--- src/rtl/tone_gen_pkg.sv ---
// tone_gen_pkg: register map, control bit layout and version default for tone_gen
package tone_gen_pkg;
   localparam logic [31:0] ADDR_VER    = 32'h00;
   localparam logic [31:0] ADDR_BUSY   = 32'h04;
   localparam logic [31:0] ADDR_DONE   = 32'h08;
   localparam logic [31:0] ADDR_IRQ_EN = 32'h0C;
   localparam logic [31:0] CH_BASE     = 32'h10;
   localparam logic [31:0] CH_STRIDE   = 32'h10;
   localparam logic [31:0] OFF_CTRL    = 32'h0;
   localparam logic [31:0] OFF_HALF    = 32'h4;
   localparam logic [31:0] OFF_COUNT   = 32'h8;
   localparam logic [31:0] OFF_REMAIN  = 32'hC;
   localparam int CTRL_EN    = 0;
   localparam int CTRL_BURST = 1;
   localparam int CTRL_POL   = 2;
   localparam logic [31:0] HW_VER_DEF = 32'h02;
   function automatic logic [31:0] ch_addr(input int c, input logic [31:0] off);
      return CH_BASE + CH_STRIDE * 32'(c) + off;
   endfunction
endpackage

--- src/rtl/tone_gen_ch.sv ---
// tone_gen_ch: one square-wave channel with prescaler, tone bit and burst period counter
module tone_gen_ch #(
   parameter int CNT_W = 24
) (
   input  logic             clk,
   input  logic             rst,
   input  logic             arm,
   input  logic             stop,
   input  logic             burst,
   input  logic             pol,
   input  logic [CNT_W-1:0] h,
   input  logic [CNT_W-1:0] n,
   output logic             pin,
   output logic             busy,
   output logic             done_pulse,
   output logic [CNT_W-1:0] rem
);
   logic             t, toggle, fall;
   logic [CNT_W-1:0] psc;
   // the last falling edge and the burst completion land on the same clock
   always_comb begin
      toggle     = busy && h != '0 && psc >= h - CNT_W'(1);
      fall       = toggle && t;
      done_pulse = busy && !arm && !stop && burst && (rem == '0 || (fall && rem == CNT_W'(1)));
      pin        = t ^ pol;
   end
   always_ff @(posedge clk) begin
      if (rst) begin
         {busy, t, psc, rem} <= '0;
      end else if (arm) begin
         busy <= 1'b1;
         t    <= 1'b0;
         psc  <= '0;
         rem  <= n;
      end else if (stop || done_pulse) begin
         busy <= 1'b0;
         t    <= 1'b0;
         psc  <= '0;
         if (done_pulse) rem <= '0;
      end else if (busy) begin
         if (h == '0) begin
            t   <= 1'b0;
            psc <= '0;
         end else if (toggle) begin
            t   <= ~t;
            psc <= '0;
            if (fall && burst) rem <= rem - CNT_W'(1);
         end else begin
            psc <= psc + CNT_W'(1);
         end
      end
   end
endmodule

--- src/rtl/tone_gen.sv ---
// tone_gen: register bus front end, DONE/IRQ_EN and read mux around NUM_CH tone channels
module tone_gen
   import tone_gen_pkg::*;
#(
   parameter int          NUM_CH = 2,
   parameter int          CNT_W  = 24,
   parameter logic [31:0] HW_VER = HW_VER_DEF
) (
   input  logic              clk,
   input  logic              rst,
   input  logic              wr,
   input  logic [31:0]       waddr,
   input  logic [31:0]       wdata,
   input  logic              rd,
   input  logic [31:0]       raddr,
   output logic [31:0]       rdata,
   output logic              irq,
   output logic [NUM_CH-1:0] buzzer_pin
);
   logic [NUM_CH-1:0]       busy, dp, done, irq_en;
   logic [NUM_CH-1:0][31:0] rd_ch;
   logic [31:0]             rval;
   logic                    unused_ok;
   assign unused_ok = &{1'b0, wdata};
   assign irq = |(done & irq_en);
   for (genvar g = 0; g < NUM_CH; g++) begin : g_ch
      logic [2:0]       ctrl;
      logic [CNT_W-1:0] half, count, rem;
      logic             wr_ctrl;
      assign wr_ctrl = wr && waddr == ch_addr(g, OFF_CTRL);
      always_ff @(posedge clk) begin
         if (rst) begin
            ctrl  <= '0;
            half  <= '0;
            count <= '0;
         end else begin
            if (wr_ctrl) ctrl <= wdata[2:0];
            else if (dp[g]) ctrl[CTRL_EN] <= 1'b0;
            if (wr && waddr == ch_addr(g, OFF_HALF)) half <= wdata[CNT_W-1:0];
            if (wr && waddr == ch_addr(g, OFF_COUNT)) count <= wdata[CNT_W-1:0];
         end
      end
      tone_gen_ch #(.CNT_W(CNT_W)) u_ch (
         .clk        (clk),
         .rst        (rst),
         .arm        (wr_ctrl && wdata[CTRL_EN]),
         .stop       (wr_ctrl && !wdata[CTRL_EN]),
         .burst      (ctrl[CTRL_BURST]),
         .pol        (ctrl[CTRL_POL]),
         .h          (half),
         .n          (count),
         .pin        (buzzer_pin[g]),
         .busy       (busy[g]),
         .done_pulse (dp[g]),
         .rem        (rem)
      );
      assign rd_ch[g] = raddr == ch_addr(g, OFF_CTRL)   ? 32'(ctrl)  :
                        raddr == ch_addr(g, OFF_HALF)   ? 32'(half)  :
                        raddr == ch_addr(g, OFF_COUNT)  ? 32'(count) :
                        raddr == ch_addr(g, OFF_REMAIN) ? 32'(rem)   : '0;
   end
   always_comb begin
      rval = raddr == ADDR_VER    ? HW_VER       :
             raddr == ADDR_BUSY   ? 32'(busy)    :
             raddr == ADDR_DONE   ? 32'(done)    :
             raddr == ADDR_IRQ_EN ? 32'(irq_en)  : '0;
      for (int i = 0; i < NUM_CH; i++) rval = rval | rd_ch[i];
   end
   // a completion landing on the same edge as its W1C clear stays set
   always_ff @(posedge clk) begin
      if (rst) begin
         done   <= '0;
         irq_en <= '0;
         rdata  <= '0;
      end else begin
         done <= (done & ~(wr && waddr == ADDR_DONE ? wdata[NUM_CH-1:0] : '0)) | dp;
         if (wr && waddr == ADDR_IRQ_EN) irq_en <= wdata[NUM_CH-1:0];
         if (rd) rdata <= rval;
      end
   end
endmodule

--- config.mk ---
export PLATFORM = sky130hd
export DESIGN_NAME = tone_gen
export DESIGN_NICKNAME = d
export VERILOG_FILES = /design/src/rtl/tone_gen_pkg.sv /design/src/rtl/tone_gen_ch.sv /design/src/rtl/tone_gen.sv
export SDC_FILE = /design/constraint.sdc
export NUM_CORES = 1
export LEC_CHECK = 0
export CAP_MARGIN = 10
export CORE_ASPECT_RATIO = 0.5
export CORE_MARGIN = 2
export CORE_UTILIZATION = 45
export DETAILED_ROUTE_END_ITERATION = 8
export HOLD_SLACK_MARGIN = 0.15
export PLACE_DENSITY = 0.65
export SETUP_SLACK_MARGIN = 0.5
export SLEW_MARGIN = 40
export SYNTH_ARGS = -nofsm -noshare
export SYNTH_HDL_FRONTEND = slang
export SYNTH_HIERARCHICAL = 1
export SYNTH_SLANG_ARGS = --single-unit
--- constraint.sdc ---
create_clock -name clk -period 11.1 [get_ports clk]
set_input_delay 1.11 -clock clk [delete_from_list [all_inputs] [get_ports clk]]
set_output_delay 1.11 -clock clk [all_outputs]
set_load 0.05 [all_outputs]
# [Word level (Yosys, flattened, before mapping)]
# Cells that the tools add are included.
[op_classes] add_sub_neg=6 n_lt_le_gt_ge=2 n_eq_ne=25 mux=43 n_bitwise=10 reduce_logical=65
[ops] cell="$mux W24" n=26
[ops] cell="$eq A32 B5 Y1 const B" n=7
[ops] cell="$eq A32 B6 Y1 const B" n=7
[ops] cell="$eq A32 B4 Y1 const B" n=4
[ops] cell="$logic_not A24 Y1" n=4
[ops] cell="$sub A24 B1 Y24 const B" n=4
[ops] cell="$add A24 B1 Y24 const B" n=2
[ops] cell="$eq A24 B1 Y1 const B" n=2
[ops] cell="$ge A24 B24 Y1" n=2
[ops] cell="$reduce_bool A24 Y1" n=2
[ops] cell="$eq A32 B3 Y1 const B" n=1
[ops] cell="$logic_not A32 Y1" n=1
[ops] cell="$logic_and A1 B1 Y1" n=30
[ops] cell="$or A2 B24 Y24" n=1
[ops] cell="$or A24 B24 Y24" n=1
[ops] cell="$reduce_bool A3 Y1" n=6
[ops] cell="$mux W1" n=12
[ops] cell="$ne A3 B1 Y1 const B" n=4
[ops] cell="$reduce_bool A2 Y1" n=6
[ops] cell="$mux W2" n=5
[ops] cell="$reduce_and A5 Y1" n=2
[ops] cell="$reduce_or A3 Y1" n=2
[ops] cell="$logic_not A1 Y1" n=5
[ops] cell="$and A2 B2 Y2" n=2
[ops] cell="other kinds (7)" n=13
[totals] register_bits=238 in_bits=100 out_inout_bits=35 word_cells=170

# [Depth between registers and ports, before layout]
# Gate-level depths: netlist of run 1.
[logic_depth] word_depth=11 ltp_mapped=17 depth_no_buf=16

# [Modules after synthesis]
# The synthesis of run 1 kept the hierarchy.
[modules_own_cells] module="tone_gen" instances=1 cells_each=643 area_each_um2=6373.6 seq_area_each_um2=2602.5
[modules_own_cells] module="tone_gen_ch at g_ch[1].u_ch" instances=1 cells_each=473 area_each_um2=3744.8 seq_area_each_um2=1001.0
[modules_own_cells] module="tone_gen_ch at g_ch[0].u_ch" instances=1 cells_each=464 area_each_um2=3619.7 seq_area_each_um2=1001.0

# [Worst setup path after synthesis of run 1]
# OpenSTA, ideal clock, no wires.
[synth_path] kind="input port to flip-flop" start="input waddr[11]" end="register g_ch[1].u_ch.psc[11]" setup_time_ns=0.115 t_arrival_ns=3.862 required_ns=10.985 slack_ns=7.124 stages=15 path_buffers=3 path_cell_list="nor4_1 > and4_1 > buf_6 > nand4_1 > nor2_1 > buf_6 > nor2_1 > nand3_1 > or3_4 > or4_4 > o21ai_2 > a21boi_4 > a211o_4 > buf_12 > nor2_1"
[synth_via] elab_chain_cells=10 elab_cells_between_ends=12 classes_between="eq/ne: 1; reduce/logical: 11"
[synth_lines] item="start, declared" line_no="tone_gen.sv:12" text="input logic [31:0] waddr,"
[synth_lines] item="$eq A32 B6 Y1 (*)" line_no="tone_gen.sv:30" text="assign wr_ctrl = wr && waddr == ch_addr(g, OFF_CTRL);"
[synth_lines] item="$logic_and A1 B1 Y1 (*)" line_no="tone_gen.sv:30"
[synth_lines] item="$logic_and A1 B1 Y1" line_no="tone_gen.sv:46" text=".arm (wr_ctrl && wdata[CTRL_EN]),"
[synth_lines] item="$logic_not A1 Y1" line_no="tone_gen_ch.sv:24" text="done_pulse = busy && !arm && !stop && burst && (rem == '0 || (fall && rem == CNT_W'(1)));"
[synth_lines] item="$logic_and A1 B1 Y1 (4 in a row)" line_no="tone_gen_ch.sv:24"
[synth_lines] item="$logic_or A1 B1 Y1" line_no="tone_gen_ch.sv:35" text="end else if (stop || done_pulse) begin"
[synth_lines] item="$reduce_or A3 Y1 (no line) (*)"
[synth_lines] item="end signal, assigned" line_no="tone_gen_ch.sv:49" text="psc <= psc + CNT_W'(1);"
[synth_lines] item="end, declared" line_no="tone_gen_ch.sv:19" text="logic [CNT_W-1:0] psc;"
# Every way passes the cells marked *; elsewhere a longest branch is shown, timed or not.
# A chain may end at the register's enable or synchronous reset.

# [Worst setup path in the final report of run 1]
[layout_path] start="input waddr[8]" end="register g_ch[1].u_ch.rem[21]"
[layout_via] elab_chain_cells=11 elab_cells_between_ends=19 classes_between="eq/ne: 3; mux: 2; reduce/logical: 14"
[layout_lines] item="$eq A32 B6 Y1 (*)" line_no="tone_gen.sv:30"
[layout_lines] item="$logic_and A1 B1 Y1 (*)" line_no="tone_gen.sv:30"
[layout_lines] item="$logic_and A1 B1 Y1" line_no="tone_gen.sv:46"
[layout_lines] item="$logic_not A1 Y1" line_no="tone_gen_ch.sv:24"
[layout_lines] item="$logic_and A1 B1 Y1 (4 in a row)" line_no="tone_gen_ch.sv:24"
[layout_lines] item="$logic_or A1 B1 Y1" line_no="tone_gen_ch.sv:35"
[layout_lines] item="$ne A3 B1 Y1 (no line), or another cell as far along"
[layout_lines] item="$reduce_and A5 Y1 (no line) or $mux W24 (tied branches)"
[layout_lines] item="end signal, assigned" line_no="tone_gen_ch.sv:34" text="rem <= n;"
[layout_lines] item="end signal, assigned" line_no="tone_gen_ch.sv:47" text="if (fall && burst) rem <= rem - CNT_W'(1);"
[layout_lines] item="end, declared" line_no="tone_gen_ch.sv:16" text="output logic [CNT_W-1:0] rem"
# Marked as above.

==> results.json, run 1 <==
{
  "status": "finished, final reports clean",
  "max_stage_delay_ns": 0.71,
  "pin_count": 135,
  "dieArea_um2": 32000,
  "setup_viol": 0,
  "hold_path_class": "reg2reg",
  "grt_pass1_wl_mm": 64.3,
  "max_freq_mhz": 186,
  "cp_cell_sequence": "clkdlybuf4s50_1, nor4_1, and4_1, nand4_1, nor2_1, nor2_1, nand4_1, nor3_2, nor3_4, o21ai_2, nor2_1, nand4_1, a31oi_1",
  "hold_viol": 0,
  "syn-cell-area_um2": 13700,
  "worstPathRequired_ns": 11.54,
  "cts_root_buf": "clkbuf_16",
  "htreeDepth": 1,
  "antenna_found_initial": 1,
  "cts_setup_buffers": 0,
  "cts_buffer_depth": 3,
  "timing.final.crit_share": 0.485,
  "rsz0062_at_grt": "false",
  "yosysUniqueCellTypes": 89,
  "start_util": 0.455,
  "grt_max_degree": 78,
  "drt-initial-drc-count": 1018,
  "fin_skew_ns": 0.0147,
  "wirelength_mm": 41.1,
  "firstDrtPassIters": 5,
  "port_buffers": 118,
  "layout.nets": 1809,
  "track_usage": 0.249,
  "ir_drop_mv": 0.0814,
  "numCtsBuffers": 22,
  "diodes": 0,
  "dr_total_vias": 12343,
  "cp-start-kind": "input port",
  "crit_fanout": 11,
  "gp_congestion": 0.907,
  "path_clk_slew_ns": 0.06,
  "insertion_delay_ns": 0.53,
  "ys.flop_type": "dfxtp_1",
  "p_leak_uw": 0.00657,
  "slew_headroom": 0.406,
  "ctsHoldBuffers": 0,
  "fin_cells": 2064,
  "syn_inst": 1580,
  "die_y_um": 128,
  "vias_per_cell": 5.98,
  "syn_avg_cell_area_um2": 8.70,
  "overflow": 0,
  "async_flop_share": 0,
  "synth-seq-cells": 230,
  "crit_arrival_ns": 5.83,
  "die_x_um": 251,
  "period_minus_slack_ns": 5.39,
  "yosys_warnings": 6,
  "dp_cells": 2026,
  "slowest_stage": "nor2_1",
  "avgRoutedWirePerCell_um": 19.9,
  "hpwl_mm": 30.0,
  "p_per_area_nw_per_um2": 107,
  "worstMarginPinSlew_ns": 0.888,
  "synth_edf_count": 0,
  "cts.sinks": 230,
  "finalSetupTns_ns": 0,
  "grt_pass1_vias": 11801,
  "cts_tree": "done",
  "coreArea_um2": 30200,
  "rows": 45,
  "maxCapViolCount": 0,
  "ys_seq_area_frac": 0.335,
  "drc_errors": 0,
  "endpoint_kind": "flop",
  "ant_nets": 0,
  "post_cts.resized_instances": 0,
  "drive_above_1_share": 0.0937,
  "slew_viol_final": 0,
  "criticalPathCategory": "in2reg",
  "area_growth_pct": 14.5
}
==> kinds of logic (layout without fill, tap and decap cells) <==
logic type                 Yosys count  count (layout)  synth area share
and+or+nand+nor                    613             613             0.225
muxes                              154             154             0.120
DFF                                230             230             0.335
other                                1               8          0.000273
adders and majority gates           58              58            0.0528
buffers and inverters              134             212            0.0507
AOI/OAI and AO/OA                  293             293             0.155
xor gates and xnor gates            97              97            0.0618
==> cells in the mapped netlist, types with 36 or more instances <==
cell / n / area (um^2)
xnor2_1: 61 / 534
a22oi_1: 45 / 338
nand2_1: 225 / 845
ha_1: 58 / 726
nand3_1: 42 / 210
xor2_1: 36 / 315
mux2i_1: 105 / 1050
a21oi_1: 40 / 200
dfxtp_1: 230 / 4600
nor4_1: 44 / 275
mux2_2: 45 / 507
clkbuf_1: 38 / 143
inv_1: 42 / 158
nor2_1: 120 / 450
==> through the flow <==
step | area [um^2] | setup WS (ns) | power (uW) | utilization | hold slack (ns)
finish | 15700 | 5.71 | 1680 | 0.521 | 0.484
global route | 15700 | 5.43 | 1720 | 0.521 | 0.503
CTS | 15700 | 5.59 | 1680 | 0.521 | 0.482
detailed placement | 15000 | 5.06 | 941 | 0.497 | 0.466
global placement | 15000 | 5.19 | 940 | 0.496 | 0.456
floorplan | 13800 | 7.12 | 895 | - | 0.444
==> sequential cells by signal, indices dropped and copies added, names as in the netlist <==
signal          cells
g_ch.u_ch/t         2
g_ch.u_ch/psc      48
rdata              24
g_ch.u_ch/rem      48
g_ch.half          48
g_ch.ctrl           6
g_ch.count         48
done                2
irq_en              2
g_ch.u_ch/busy      2
==> path summary, 6_finish.rpt <==
kind,slack [ns],startpoint,end,cells past startpoint
setup / recovery,5.71,waddr[8],g_ch[1].u_ch/rem[21],13
hold / removal,0.48,g_ch[1].count[19],g_ch[1].count[19],2
setup reg to reg,5.95,g_ch[0].half[2],g_ch[0].u_ch/psc[23],15
hold reg to reg,0.48,g_ch[1].count[19],g_ch[1].count[19],2
==> per-layer routing <==
metal | global-route usage | part of all wire | wire length [um] | up-vias
li1 | - | - | - | 5919
met1 | 0.356 | 0.47 | 19200 | 6023
met2 | 0.399 | 0.45 | 18600 | 355
met3 | 0.0434 | 0.065 | 2650 | 46
met4 | 0.0427 | 0.016 | 644 | 0
met5 | 0 | 0 | 0 | -
==> cell usage in the layout, fill, tap and decap left out, types with 41 or more instances in the layout <==
master	instances
a22oi_1	45
clkdlybuf4s50_1	115
dfxtp_1	230
ha_1	58
inv_1	42
mux2_2	45
mux2i_1	105
nand2_1	225
nand3_1	41
nor2_1	118
nor4_1	44
xnor2_1	61
==> cell type report <==
class                      count  area, um^2
clock buffer                  31         666
clock inverter                 7        37.5
fill                        2816       14400
inverter                      43         163
multi-input combinational   1223        8500
sequential                   230        4600
tap                          399         499
timing repair buffer         131        1260
==> critical path: cells and delay by family <==
kind	cells	cell delay [ns]
AND/OR/NAND/NOR	10	3.92
AO/OA/AOI/OAI	2	0.38
buffers and inverters	1	0.41
==> report_power, final <==
group / internal (uW) / switching, uW / leakage (uW)
Combinational: 40.1 / 58.7 / 0.00437
Sequential: 825 / 0.000000155 / 0.00185
Clock: 417 / 336 / 0.000353
Total: 1280 / 395 / 0.00657
Note: power is estimated with default switching activity, not from simulation.
==> run 2: changes to the inputs <==
==> constraint.sdc (replaced) <==
create_clock -name clk -period 5.63 [get_ports clk]
set_input_delay 0.563 -clock clk [delete_from_list [all_inputs] [get_ports clk]]
set_output_delay 0.563 -clock clk [all_outputs]
set_load 0.05 [all_outputs]
==> run 2 against run 1 <==
  * Via count grew 0.49%
  * First-iteration DRC count shrank 1.4%
  * Combinational power grew 100%
  * Register-to-register slack lost 5.1 ns
  * Die area is the same
  * Critical path depth grew 2
  * Largest cell class unchanged
==> results.json, run 2 (synthesis gave the netlist of run 1 again) <==
{
  "drive_above_1_share": 0.101,
  "p_total_uw": 3550,
  "worstPathRequired_ns": 6.03,
  "max_freq_mhz": 209,
  "hold_path_class": "reg2reg",
  "start_util": 0.455,
  "cts_setup_buffers": 0,
  "drt-initial-drc-count": 1004,
  "dr_total_vias": 12404,
  "final_cell_mix": "dfxtp_1 (230), nand2_1 (225), nor2_1 (118), clkdlybuf4s50_1 (115), mux2i_1 (105)",
  "period_minus_slack_ns": 4.78,
  "finalSetupTns_ns": 0,
  "p_per_area_nw_per_um2": 224,
  "port_buffers": 118,
  "cts_tree": "done",
  "maxCapViolCount": 0,
  "setup_viol": 0,
  "ant_nets": 0,
  "cp-start-kind": "flop",
  "firstDrtPassIters": 5,
  "track_usage": 0.256,
  "wirelength_mm": 42.1,
  "die_y_um": 128,
  "rsz0062_at_grt": "false",
  "avgRoutedWirePerCell_um": 20.3,
  "overflow": 0,
  "rows": 45,
  "die_x_um": 251,
  "insertion_delay_ns": 0.54,
  "layout_commonest_cell": "dfxtp_1",
  "cts_root_buf": "clkbuf_16",
  "pin_count": 135,
  "coreArea_um2": 30200,
  "p_leak_uw": 0.00666,
  "area_growth_pct": 15.8,
  "antenna_found_initial": 0,
  "dieArea_um2": 32000,
  "final_area_um2": 15900,
  "grt_pass1_wl_mm": 65.7,
  "numCtsBuffers": 23,
  "cts.sinks": 230,
  "path_clk_slew_ns": 0.07,
  "slew_viol_final": 0,
  "crit_arrival_ns": 5.18,
  "layout.nets": 1817,
  "grt_pass1_vias": 11929,
  "ctsHoldBuffers": 0,
  "hpwl_mm": 30.6,
  "slew_headroom": 0.462,
  "timing.final.crit_share": 0.850,
  "holdWs_ns": 0.473,
  "status": "finished, final reports clean",
  "diodes": 0,
  "vias_per_cell": 5.98,
  "crit_fanout": 8,
  "gp_congestion": 0.925,
  "post_cts.resized_instances": 0,
  "ir_drop_mv": 0.176,
  "criticalPathCategory": "reg2reg",
  "postPlaceCellArea_um2": 15100,
  "worstMarginPinSlew_ns": 0.808,
  "htreeDepth": 1,
  "cts_buffer_depth": 3,
  "hold_viol": 0,
  "drc_errors": 0,
  "endpoint_kind": "flop",
  "fin_skew_ns": 0.0150,
  "grt_max_degree": 106
}
## run 2: changes by cell type in the layout (fill, tap and decap cells not counted), sizes merged
cell | previous run | this run
buf | 16 | 23
bufinv | 0 | 5
clkbuf | 31 | 25
clkinv | 7 | 8
clkinvlp | 1 | 3
inv | 42 | 44
## run 2: final cells by class
| class | instances | area (um^2) |
|---|---|---|
| sequential | 230 | 4600 |
| fill | 2782 | 14300 |
| timing repair buffer | 138 | 1320 |
| clock inverter | 17 | 229 |
| clock buffer | 25 | 603 |
| inverter | 43 | 163 |
| tap | 399 | 499 |
| multi-input combinational | 1223 | 8490 |
## run 2: metal layers
layer  vias up  share of wire  wire [um]  GRT usage
met5         -              0          0          0
met4         0          0.017        708     0.0539
met3        51          0.066       2770     0.0444
met2       349           0.44      18500      0.401
met1      6073           0.48      20100      0.370
li1       5931              -          -          -
## run 2: worst paths after layout
path / from / end / slack [ns] / cells after the start
setup / recovery: g_ch[0].half[2] / g_ch[0].u_ch/rem[12] / 0.85 / 15
hold / removal: g_ch[1].count[17] / g_ch[1].count[17] / 0.47 / 2
setup reg to reg: g_ch[0].half[2] / g_ch[0].u_ch/rem[12] / 0.85 / 15
hold reg to reg: g_ch[1].count[17] / g_ch[1].count[17] / 0.47 / 2
## run 2: critical path: stages, from the launching register on
cell,delay (ns)
dfxtp_1,0.37
or4_1,0.61
or3_1,0.39
nor2_1,0.27
nand3_1,0.23
nor4_1,0.35
xnor2_1,0.17
ha_1,0.28
a21oi_1,0.16
nand2_1,0.06
a21oi_1,0.17
o211ai_1,0.22
nor2_1,0.31
o21ai_1,0.31
o21ai_1,0.53
o21ai_0,0.20
## run 2: power by group
part           leakage [uW]  switching, uW  total (uW)  internal, uW
registers           0.00185    0.000000311        1630          1630
logic               0.00440            118         198          79.7
clock network      0.000406            720        1730          1010
total               0.00666            838        3550          2720
## run 2: metrics by stage
| step | std cells | setup slack, ns | utilization |
|---|---|---|---|
| finish | 2075 | 0.846 | 0.527 |
| detailed placement | 2033 | 0.776 | 0.499 |
| CTS | 2075 | 0.764 | 0.527 |
| global placement | 2030 | 0.930 | 0.498 |
| global route | 2075 | 0.599 | 0.527 |
| floorplan | 1587 | 1.79 | - |
